--- config.mk ---
export PLATFORM = sky130hd
export DESIGN_NAME = ov2640_yuv_to_rgb565
export DESIGN_NICKNAME = d
export VERILOG_FILES = /design/src/rtl/ov2640_pkg.sv /design/src/rtl/yuv_pix_to_rgb565.sv /design/src/rtl/ov2640_yuv_to_rgb565.sv
export SDC_FILE = /design/constraint.sdc
export NUM_CORES = 1
export LEC_CHECK = 0
export CORE_UTILIZATION = 45
export CTS_CLUSTER_SIZE = 24
export DETAILED_ROUTE_END_ITERATION = 8
export GPL_TIMING_DRIVEN = 0
export PLACE_DENSITY = 0.58
export SLEW_MARGIN = 25
export SYNTH_ARGS = -nofsm -noshare
export SYNTH_HDL_FRONTEND = slang
export SYNTH_SLANG_ARGS = --single-unit
--- constraint.sdc ---
create_clock -name PCLK -period 6.6 [get_ports PCLK]
set_input_delay 0.66 -clock PCLK [delete_from_list [all_inputs] [get_ports PCLK]]
set_output_delay 0.66 -clock PCLK [all_outputs]
set_load 0.005 [all_outputs]
--- src/rtl/ov2640_pkg.sv ---
// Shared constants, types and helpers for the OV2640 YUV422 -> RGB565 converter.
// Colour math is BT.601 in Q8 fixed point: each coefficient is the real
// coefficient times 256, and products are floor-shifted back by 8 bits.
package ov2640_pkg;

  // BT.601 Q8 coefficients
  localparam int COEF_RV = 359;  // V contribution to R (1.402)
  localparam int COEF_GU = 88;   // U contribution to G (0.344)
  localparam int COEF_GV = 183;  // V contribution to G (0.714)
  localparam int COEF_BU = 454;  // U contribution to B (1.772)
  localparam int Q_SHIFT = 8;

  // Chroma is stored offset-binary around this value
  localparam int CHROMA_OFS = 128;

  // RGB565 field widths
  localparam int R_W = 5;
  localparam int G_W = 6;
  localparam int B_W = 5;
  localparam int RGB_W = R_W + G_W + B_W;

  // Internal arithmetic widths
  localparam int DELTA_W = 9;    // signed chroma delta, -128..127
  localparam int PROD_W  = 19;   // signed coefficient products
  localparam int COMP_W  = 11;   // signed per-component sums before clamping

  // Pair FSM: waiting for a U word, or holding a U word and waiting for its V
  typedef enum logic {
    WAIT_U = 1'b0,
    HAVE_U = 1'b1
  } pair_state_e;

  typedef logic signed [COMP_W-1:0] comp_t;

  // Stage-1 result: both lumas of the pair plus the shared chroma terms
  typedef struct packed {
    logic [7:0] y0;
    logic [7:0] y1;
    comp_t      cr;
    comp_t      cg;
    comp_t      cb;
  } s1_t;

  // Remove the offset-binary bias from a chroma byte
  function automatic logic signed [DELTA_W-1:0] chroma_delta(input logic [7:0] c);
    return $signed({1'b0, c}) - $signed(DELTA_W'(CHROMA_OFS));
  endfunction

  // Saturate a signed component sum into 0..255
  function automatic logic [7:0] clamp8(input comp_t v);
    if (v < 0) begin
      return 8'h00;
    end
    if (v > comp_t'(255)) begin
      return 8'hFF;
    end
    return v[7:0];
  endfunction

endpackage

--- src/rtl/yuv_pix_to_rgb565.sv ---
// Converts one pixel (luma plus precomputed chroma terms) to RGB565.
// Purely combinational; the top time-shares a single instance for both
// pixels of a pair. GRAY ignores the chroma terms and replicates the luma.
module yuv_pix_to_rgb565
  import ov2640_pkg::*;
#(
  parameter bit GRAY = 1'b0
) (
  input  logic [7:0]       y_i,
  input  comp_t            cr_i,
  input  comp_t            cg_i,
  input  comp_t            cb_i,
  output logic [RGB_W-1:0] rgb_o
);

  comp_t      y_s;
  logic [7:0] r8;
  logic [7:0] g8;
  logic [7:0] b8;

  assign y_s = comp_t'({3'b000, y_i});

  // Add the chroma terms to the luma, saturate each channel and pack
  always_comb begin
    // NOTE: every always_comb output gets a value on every path first, so no latch is inferred.
    r8 = clamp8(y_s + cr_i);
    g8 = clamp8(y_s - cg_i);
    b8 = clamp8(y_s + cb_i);
    if (GRAY) begin
      r8 = y_i;
      g8 = y_i;
      b8 = y_i;
    end
    rgb_o = {r8[7 -: R_W], g8[7 -: G_W], b8[7 -: B_W]};
  end

endmodule

--- src/rtl/ov2640_yuv_to_rgb565.sv ---
// OV2640 YUV422 -> RGB565 converter.
// Pairs each U word with the following V word, computes the BT.601 chroma
// terms once per pair (stage 1), then emits pixel 0 and pixel 1 on two
// consecutive cycles (stage 2). VSYNC low clears everything once per frame.
module ov2640_yuv_to_rgb565
  import ov2640_pkg::*;
#(
  parameter bit SWAP_UV = 1'b0,
  parameter bit GRAY    = 1'b0
) (
  input  logic              PCLK,
  input  logic              VSYNC,
  input  logic              valid_in,
  input  logic              u_chroma_in,
  input  logic [15:0]       pixel_in,
  output logic              rgb_valid,
  output logic [RGB_W-1:0]  rgb_out,
  output logic              sof_out,
  output logic              orphan_err
);

  // ---------------------------------------------------------------------------
  // Pair FSM
  // ---------------------------------------------------------------------------
  pair_state_e state_q, state_d;
  logic        is_u;
  logic        take_u;      // latch Y0/U from pixel_in
  logic        take_v;      // latch Y1/V from pixel_in and launch stage 1
  logic        orphan_set;  // current word breaks U/V pairing

  // A sensor programmed for YVYU flips the meaning of the chroma flag
  assign is_u = u_chroma_in ^ SWAP_UV;

  // State register
  always_ff @(posedge PCLK or negedge VSYNC) begin
    if (!VSYNC) begin
      state_q <= WAIT_U;
    end else begin
      // NOTE: sequential state uses non-blocking assignments so every register samples pre-edge values.
      state_q <= state_d;
    end
  end

  // Next-state logic
  always_comb begin
    state_d = state_q;
    unique case (state_q)
      WAIT_U: if (valid_in && is_u)  state_d = HAVE_U;
      HAVE_U: if (valid_in && !is_u) state_d = WAIT_U;
      default: state_d = WAIT_U;
    endcase
  end

  // FSM outputs: which half of the pair to capture and whether a word is orphaned
  always_comb begin
    take_u     = 1'b0;
    take_v     = 1'b0;
    orphan_set = 1'b0;
    unique case (state_q)
      WAIT_U: begin
        take_u     = valid_in && is_u;
        orphan_set = valid_in && !is_u;
      end
      HAVE_U: begin
        take_v     = valid_in && !is_u;
        // A second U overwrites the first; the earlier pixel is lost
        take_u     = valid_in && is_u;
        orphan_set = valid_in && is_u;
      end
      default: ;
    endcase
  end

  // ---------------------------------------------------------------------------
  // Pair capture registers
  // ---------------------------------------------------------------------------
  logic [7:0] y0_q, u_q, y1_q, v_q;
  logic       pair_vld_q;
  logic       orphan_q;

  // Capture the two words of a pair and flag a completed pair for stage 1
  always_ff @(posedge PCLK or negedge VSYNC) begin
    if (!VSYNC) begin
      // NOTE: data registers are reset too so nothing from a previous frame can leak out after VSYNC.
      y0_q       <= '0;
      u_q        <= '0;
      y1_q       <= '0;
      v_q        <= '0;
      pair_vld_q <= 1'b0;
      orphan_q   <= 1'b0;
    end else begin
      if (take_u) begin
        y0_q <= pixel_in[15:8];
        u_q  <= pixel_in[7:0];
      end
      if (take_v) begin
        y1_q <= pixel_in[15:8];
        v_q  <= pixel_in[7:0];
      end
      pair_vld_q <= take_v;
      if (orphan_set) begin
        orphan_q <= 1'b1;
      end
    end
  end

  // ---------------------------------------------------------------------------
  // Stage 1: chroma terms shared by both pixels of the pair
  // ---------------------------------------------------------------------------
  logic signed [DELTA_W-1:0] du, dv;
  logic signed [PROD_W-1:0]  du_x, dv_x;
  logic signed [PROD_W-1:0]  p_r, p_g, p_b;
  s1_t                       s1_d, s1_q;
  logic                      s1_vld_q;

  // Signed Q8 products, floor-shifted back to integer chroma terms
  always_comb begin
    du   = chroma_delta(u_q);
    dv   = chroma_delta(v_q);
    du_x = {{(PROD_W-DELTA_W){du[DELTA_W-1]}}, du};
    dv_x = {{(PROD_W-DELTA_W){dv[DELTA_W-1]}}, dv};
    p_r  = dv_x * $signed(PROD_W'(COEF_RV));
    p_g  = du_x * $signed(PROD_W'(COEF_GU)) + dv_x * $signed(PROD_W'(COEF_GV));
    p_b  = du_x * $signed(PROD_W'(COEF_BU));
    s1_d.y0 = y0_q;
    s1_d.y1 = y1_q;
    s1_d.cr = comp_t'(p_r >>> Q_SHIFT);
    s1_d.cg = comp_t'(p_g >>> Q_SHIFT);
    s1_d.cb = comp_t'(p_b >>> Q_SHIFT);
  end

  // Stage-1 register: single entry, refilled only when a pair completes
  always_ff @(posedge PCLK or negedge VSYNC) begin
    if (!VSYNC) begin
      s1_q     <= '0;
      s1_vld_q <= 1'b0;
    end else begin
      if (pair_vld_q) begin
        s1_q <= s1_d;
      end
      s1_vld_q <= pair_vld_q;
    end
  end

  // ---------------------------------------------------------------------------
  // Stage 2: serialise pixel 0 then pixel 1 through one converter
  // ---------------------------------------------------------------------------
  logic             pend1_q;    // pixel 1 of the current stage-1 entry is due
  logic             first_q;    // no pixel emitted yet since reset
  logic             emit;
  logic [7:0]       pix_y;
  logic [RGB_W-1:0] pix_rgb;
  logic             rgb_valid_q;
  logic [RGB_W-1:0] rgb_q;
  logic             sof_q;

  assign emit  = s1_vld_q || pend1_q;
  assign pix_y = pend1_q ? s1_q.y1 : s1_q.y0;

  yuv_pix_to_rgb565 #(
    .GRAY (GRAY)
  ) u_pix (
    .y_i   (pix_y),
    .cr_i  (s1_q.cr),
    .cg_i  (s1_q.cg),
    .cb_i  (s1_q.cb),
    .rgb_o (pix_rgb)
  );

  // Output register: one strobe per pixel, start-of-frame on the very first
  always_ff @(posedge PCLK or negedge VSYNC) begin
    if (!VSYNC) begin
      pend1_q     <= 1'b0;
      first_q     <= 1'b1;
      rgb_valid_q <= 1'b0;
      rgb_q       <= '0;
      sof_q       <= 1'b0;
    end else begin
      pend1_q     <= s1_vld_q && !pend1_q;
      rgb_valid_q <= emit;
      sof_q       <= s1_vld_q && !pend1_q && first_q;
      if (emit) begin
        rgb_q <= pix_rgb;
      end
      if (s1_vld_q && !pend1_q) begin
        first_q <= 1'b0;
      end
    end
  end

  assign rgb_valid  = rgb_valid_q;
  assign rgb_out    = rgb_q;
  assign sof_out    = sof_q;
  assign orphan_err = orphan_q;

endmodule

# Word-level counts from Yosys, hierarchy flattened

Index checks and enable logic that the tools add are counted.

Bits in registers: 105
Bits of input ports: 20
Output and inout bits: 19
Word-level logic and storage cells: 69

$add $sub $neg: 6
Multipliers: 4
$lt $le $gt $ge: 6
Multiplexer cells: 27
Bitwise operators: 1
Reduce and logical (&&, ||, !) cells: 7

Operator list:

| kind                    | number |
|---|---|
| $mux W8                 | 13 |
| $mul A9 B9 Y18 const B  | 2 |
| $gt A11 B9 Y1 const B   | 3 |
| $lt A11 B1 Y1 const B   | 3 |
| $add A9 B11 Y11         | 2 |
| $add A17 B18 Y19        | 1 |
| $mul A9 B10 Y19 const B | 1 |
| $sub A8 B8 Y9 const B   | 2 |
| $mul A9 B5 Y14 const B  | 1 |
| $mux W1                 | 12 |
| $sub A9 B11 Y11         | 1 |
| $logic_and A1 B1 Y1     | 4 |
| $pmux W1 S2             | 2 |
| $logic_not A1 Y1        | 2 |
| $logic_or A1 B1 Y1      | 1 |
| $not A1 Y1              | 1 |

# Depth between registers and ports, before layout

Gate-level depths: netlist (run 1).

Word-level depth: 7
Mapped depth: 21
Depth with buffers taken out: 21

# By module

A second synthesis (run 1) with hierarchy kept.

Cells, all modules: 1100
Area total of the unflattened synthesis: 10801.6 sq um

By module, submodules not included:

| module               | instances | cells each | area each (sq um) | seq. area each (sq um) |
|---|---|---|---|---|
| ov2640_yuv_to_rgb565 | 1         | 891        | 9243.9            | 2628.8 |
| yuv_pix_to_rgb565    | 1         | 209        | 1557.7            | 0.0 |

# Worst setup path after synthesis (run 1)

No wires, ideal clock.

Kind: register to register
Start: register v_q[7]
End: register s1_q[20] (netlist name)
Data arrival time: 5270 ps
Data required time: 6469 ps
Slack: 1199 ps
Stages on the path, launching flop included: 20
Buffers on the path: 1
Period minus slack after synthesis: 5401 ps
Cells stage by stage: dfrtp_1 -> clkbuf_1 -> inv_1 -> ha_1 -> xnor2_1 -> fa_1 -> fa_1 -> inv_1 -> fa_1 -> inv_1 -> fa_1 -> inv_1 -> ha_1 -> o211ai_1 -> a21oi_1 -> nor2_1 -> a21oi_1 -> a41oi_1 -> and3_1 -> or3_1

Cells in the longest elaborated chain, start to end: 3

RTL lines:

| element                  | line                        | source |
|---|---|---|
| start: declaration       | ov2640_yuv_to_rgb565.sv:77  | `logic [7:0] y0_q, u_q, y1_q, v_q;` |
| start signal: assignment | ov2640_yuv_to_rgb565.sv:98  | `v_q <= pixel_in[7:0];` |
| $sub A8 B8 Y9            | ov2640_pkg.sv:46            | `return $signed({1'b0, c}) - $signed(DELTA_W'(CHROMA_OFS));` |
| $mul A9 B9 Y18           | ov2640_yuv_to_rgb565.sv:123 | `p_g = du_x * $signed(PROD_W'(COEF_GU)) + dv_x * $signed(PROD_W'(COEF_GV));` |
| $add A17 B18 Y19         | ov2640_yuv_to_rgb565.sv:123 |  |
| end signal: assignment   | ov2640_yuv_to_rgb565.sv:135 | `s1_q <= '0;` |
| end signal: assignment   | ov2640_yuv_to_rgb565.sv:139 | `s1_q <= s1_d;` |
| end: declaration         | ov2640_yuv_to_rgb565.sv:113 | `s1_t s1_d, s1_q;` |

Every way passes these cells.
A chain may end at the register's enable or synchronous reset.

# Final worst setup path (run 1)

Ends and elaborated chain as after synthesis.

==> run_results.csv, run 1 <==
group,metric,value,unit
worst_setup_path,path_class,"reg2reg",
worst_setup_path,crit_path_end_kind,"flip-flop",
place,dp_hpwl,16600,µm
timing,period_needed,6.18,ns
cells_and_area,final_core_util,0.509,
cells_and_area,final_common_cell,"inv_1",
outcome,status,"complete, but fails checks",
cells_and_area,layout.nets,1309,
cells_and_area,n_antenna_cell,0,
clocking,cts.sinks,105,
worst_setup_path,arrival,6.42,ns
timing,post-route-period-util,0.937,
yosys,syn_area,10100,µm²
timing,timing.fmax,162,MHz
global_route,grt_start_max_net_pins,67,
clocking,cts_tree,"yes",
global_route,grt.total_usage,0.186,
floorplanning,fp.dieW,152,µm
clocking,clock_path_buffers,2,
outcome,failed_checks,"DRC",
detailed_routing,dr.pass1.iters,7,
timing,setup_ws,0.415,ns
cells_and_area,final_cell_mix,"187 x inv_1, 168 x ha_1, 104 x dfrtp_1",
detailed_routing,vias,6670,
hold_path,worstHoldPathType,"in2async",
yosys,synth-main-ff-cell,"dfrtp_1",
global_route,grt_overflow,0,
floorplanning,dieHeight,152,µm
detailed_routing,postRouteAntennaNets,0,
place,numPortBuffers,38,
floorplanning,dieArea,23100,µm²
clocking,clk_latency,0.36,ns
yosys,ys_seq_elements,105,
worst_setup_path,required,6.84,ns
cells_and_area,syn_to_final_growth,10.4,%
place,place_congestion,0.828,
clocking,clkTransAtPathRegs,0.08,ns
timing,setup-violations-final,0,
floorplanning,start_util,0.461,
worst_setup_path,crit_path_start_kind,"flip-flop",
clocking,cts_hold_buffers,0,
worst_setup_path,crit_path_max_fanout,10,
yosys,synth_edf_count,0,
clocking,htree_levels,3,
detailed_routing,drt_wl_total,20200,µm
yosys,yosys_warnings,0,
detailed_routing,wl_per_cell,15.1,µm
clocking,cts_resized,0,
clocking,cts_root_buf,"clkbuf_16",
detailed_routing,dr.first_iter.drc_count,274,
timing,finalHoldViolations,0,
cells_and_area,final_layout_size_suffix_gt1_frac,0.0902,
detailed_routing,drc,12,
yosys,synth_cell_types,57,
place,pre_cts_slack,0.371,ns
yosys,syn_avg_cell_area,10.1,µm²
flow_run,max-cap-violations,0,
timing,fin_tns_setup,0,ns
timing,finalClockSkew,0.0120,ns
yosys,synth_nets,1259,
floorplanning,io_pins,39,
cells_and_area,final.fill_count,2049,
timing,drv_slew,0,
global_route,grt_pass1_vias,6695,
floorplanning,num_rows,54,
global_route,grt_pass1_wl,34200,µm
timing,slew_headroom,0.527,
timing,rsz0062_at_grt,"no",
yosys,ys_seq_area_frac,0.260,
floorplanning,core,22000,µm²
clocking,post_cts_buffers,0,
yosys,synth_cells,998,
clocking,cts_buffers,9,
global_route,antenna_found_initial,0,
timing,worst_pin_slew,0.709,ns
yosys,async_flop_share,1.00,
detailed_routing,viasPerCell,5.00,
## layer usage
layer	vias up	global-route usage	wire [µm]
met1	3165	0.263	10200
met5	-	0	0
met4	0	0.0355	199
li1	3424	-	-
met2	67	0.310	9280
met3	14	0.0217	441
## final timing paths
check                                  startpoint  slack (ns)                      end  cells after the start
max                            v_q[7]$_DFFE_PN0P_        0.42     s1_q[20]$_DFFE_PN0P_                     19
min                                         VSYNC        0.19  rgb_out[13]$_DFFE_PN0P_                      1
max reg2reg                    v_q[7]$_DFFE_PN0P_        0.42     s1_q[20]$_DFFE_PN0P_                     19
min reg2reg                orphan_err$_DFFE_PN0P_        0.46   orphan_err$_DFFE_PN0P_                      1
max in group asynchronous                   VSYNC        5.73       u_q[5]$_DFFE_PN0P_                      2
min in group PCLK          orphan_err$_DFFE_PN0P_        0.46   orphan_err$_DFFE_PN0P_                      1
## flip-flops by register name (all words and copies together) (netlist names), 8 cells and up, named ones only
name and cells:
rgb_out 16, s1_q 49, u_q 8, v_q 8
y0_q 8, y1_q 8
## area by class of cell
type                       count  area (µm²)  share of cell area
multi-input combinational    690        6740               0.602
sequential                   105        2630               0.235
inverter                     187         702              0.0628
timing repair buffer          39         409              0.0366
tap                          280         350              0.0313
clock buffer                  10         239              0.0214
buffer                        16        60.1             0.00537
clock inverter                 6        58.8             0.00526
## through the flow
step                      area (µm²)  instances  hold slack [ns]
after floorplan                10100        998            0.364
after global placement         10900       1316            0.448
after detailed placement       10900       1317            0.447
after CTS                      11200       1333            0.198
after global routing           11200       1333            0.219
final                          11200       1333            0.193
## cell families (layout without fill, tap and decap cells)
logic type,Yosys count,in the layout,synth area share
adders and majority gates,241,241,0.352
muxes,66,66,0.0724
DFF,105,105,0.260
xor gates and xnor gates,70,70,0.0605
and+or+nand+nor,157,157,0.0734
AOI/OAI and AO/OA,156,156,0.107
buffers and inverters,203,258,0.0752
## cell usage after synthesis, types with 7 or more instances
cell type | n | area share
xor2_1 | 20 | 0.017
a21o_1 | 14 | 0.010
mux2_2 | 58 | 0.064
a31oi_1 | 8 | 0.0049
ha_1 | 168 | 0.21
a221o_1 | 7 | 0.0069
xnor2_1 | 50 | 0.043
nor2b_1 | 8 | 0.0049
fa_1 | 73 | 0.14
mux2i_1 | 8 | 0.0079
nand2_1 | 60 | 0.022
clkbuf_1 | 10 | 0.0037
a21oi_1 | 39 | 0.019
nand3_1 | 9 | 0.0044
and2_1 | 9 | 0.0056
inv_1 | 187 | 0.069
nor2_1 | 36 | 0.013
dfrtp_1 | 104 | 0.26
a311o_1 | 7 | 0.0069
o21ai_0 | 41 | 0.020
## worst max-delay path, cell delays in order (launching register included)
cell,delay (ns)
dfrtp_1,0.62
clkbuf_1,0.33
inv_1,0.29
ha_1,0.42
xnor2_1,0.27
fa_1,0.47
fa_1,0.50
inv_1,0.06
fa_1,0.53
inv_1,0.05
fa_1,0.53
inv_1,0.04
ha_1,0.32
o211ai_1,0.14
a21oi_1,0.30
nor2_1,0.11
a21oi_1,0.28
a41oi_1,0.22
and3_1,0.21
or3_1,0.36
Power of run 1 is left out: the tool's default activity adds up to more than one toggle a clock period on the data nets, which glitch-free logic cannot reach.
==> inputs of run 2 (changes only) <==
--- a/config.mk
+++ b/config.mk
@@ -6,6 +6,7 @@
 export NUM_CORES = 1
 export LEC_CHECK = 0
 export CORE_UTILIZATION = 45
+export CTS_CLUSTER_DIAMETER = 40
 export CTS_CLUSTER_SIZE = 24
 export DETAILED_ROUTE_END_ITERATION = 8
 export GPL_TIMING_DRIVEN = 0
@@ -14,3 +15,4 @@
 export SYNTH_ARGS = -nofsm -noshare
 export SYNTH_HDL_FRONTEND = slang
 export SYNTH_SLANG_ARGS = --single-unit
+export TNS_END_PERCENT = 30
==> results of run 2 <==
Same layout as run 1: the final DEF is identical, and so are final timing and power.
Power of run 2 is left out for the same reason.
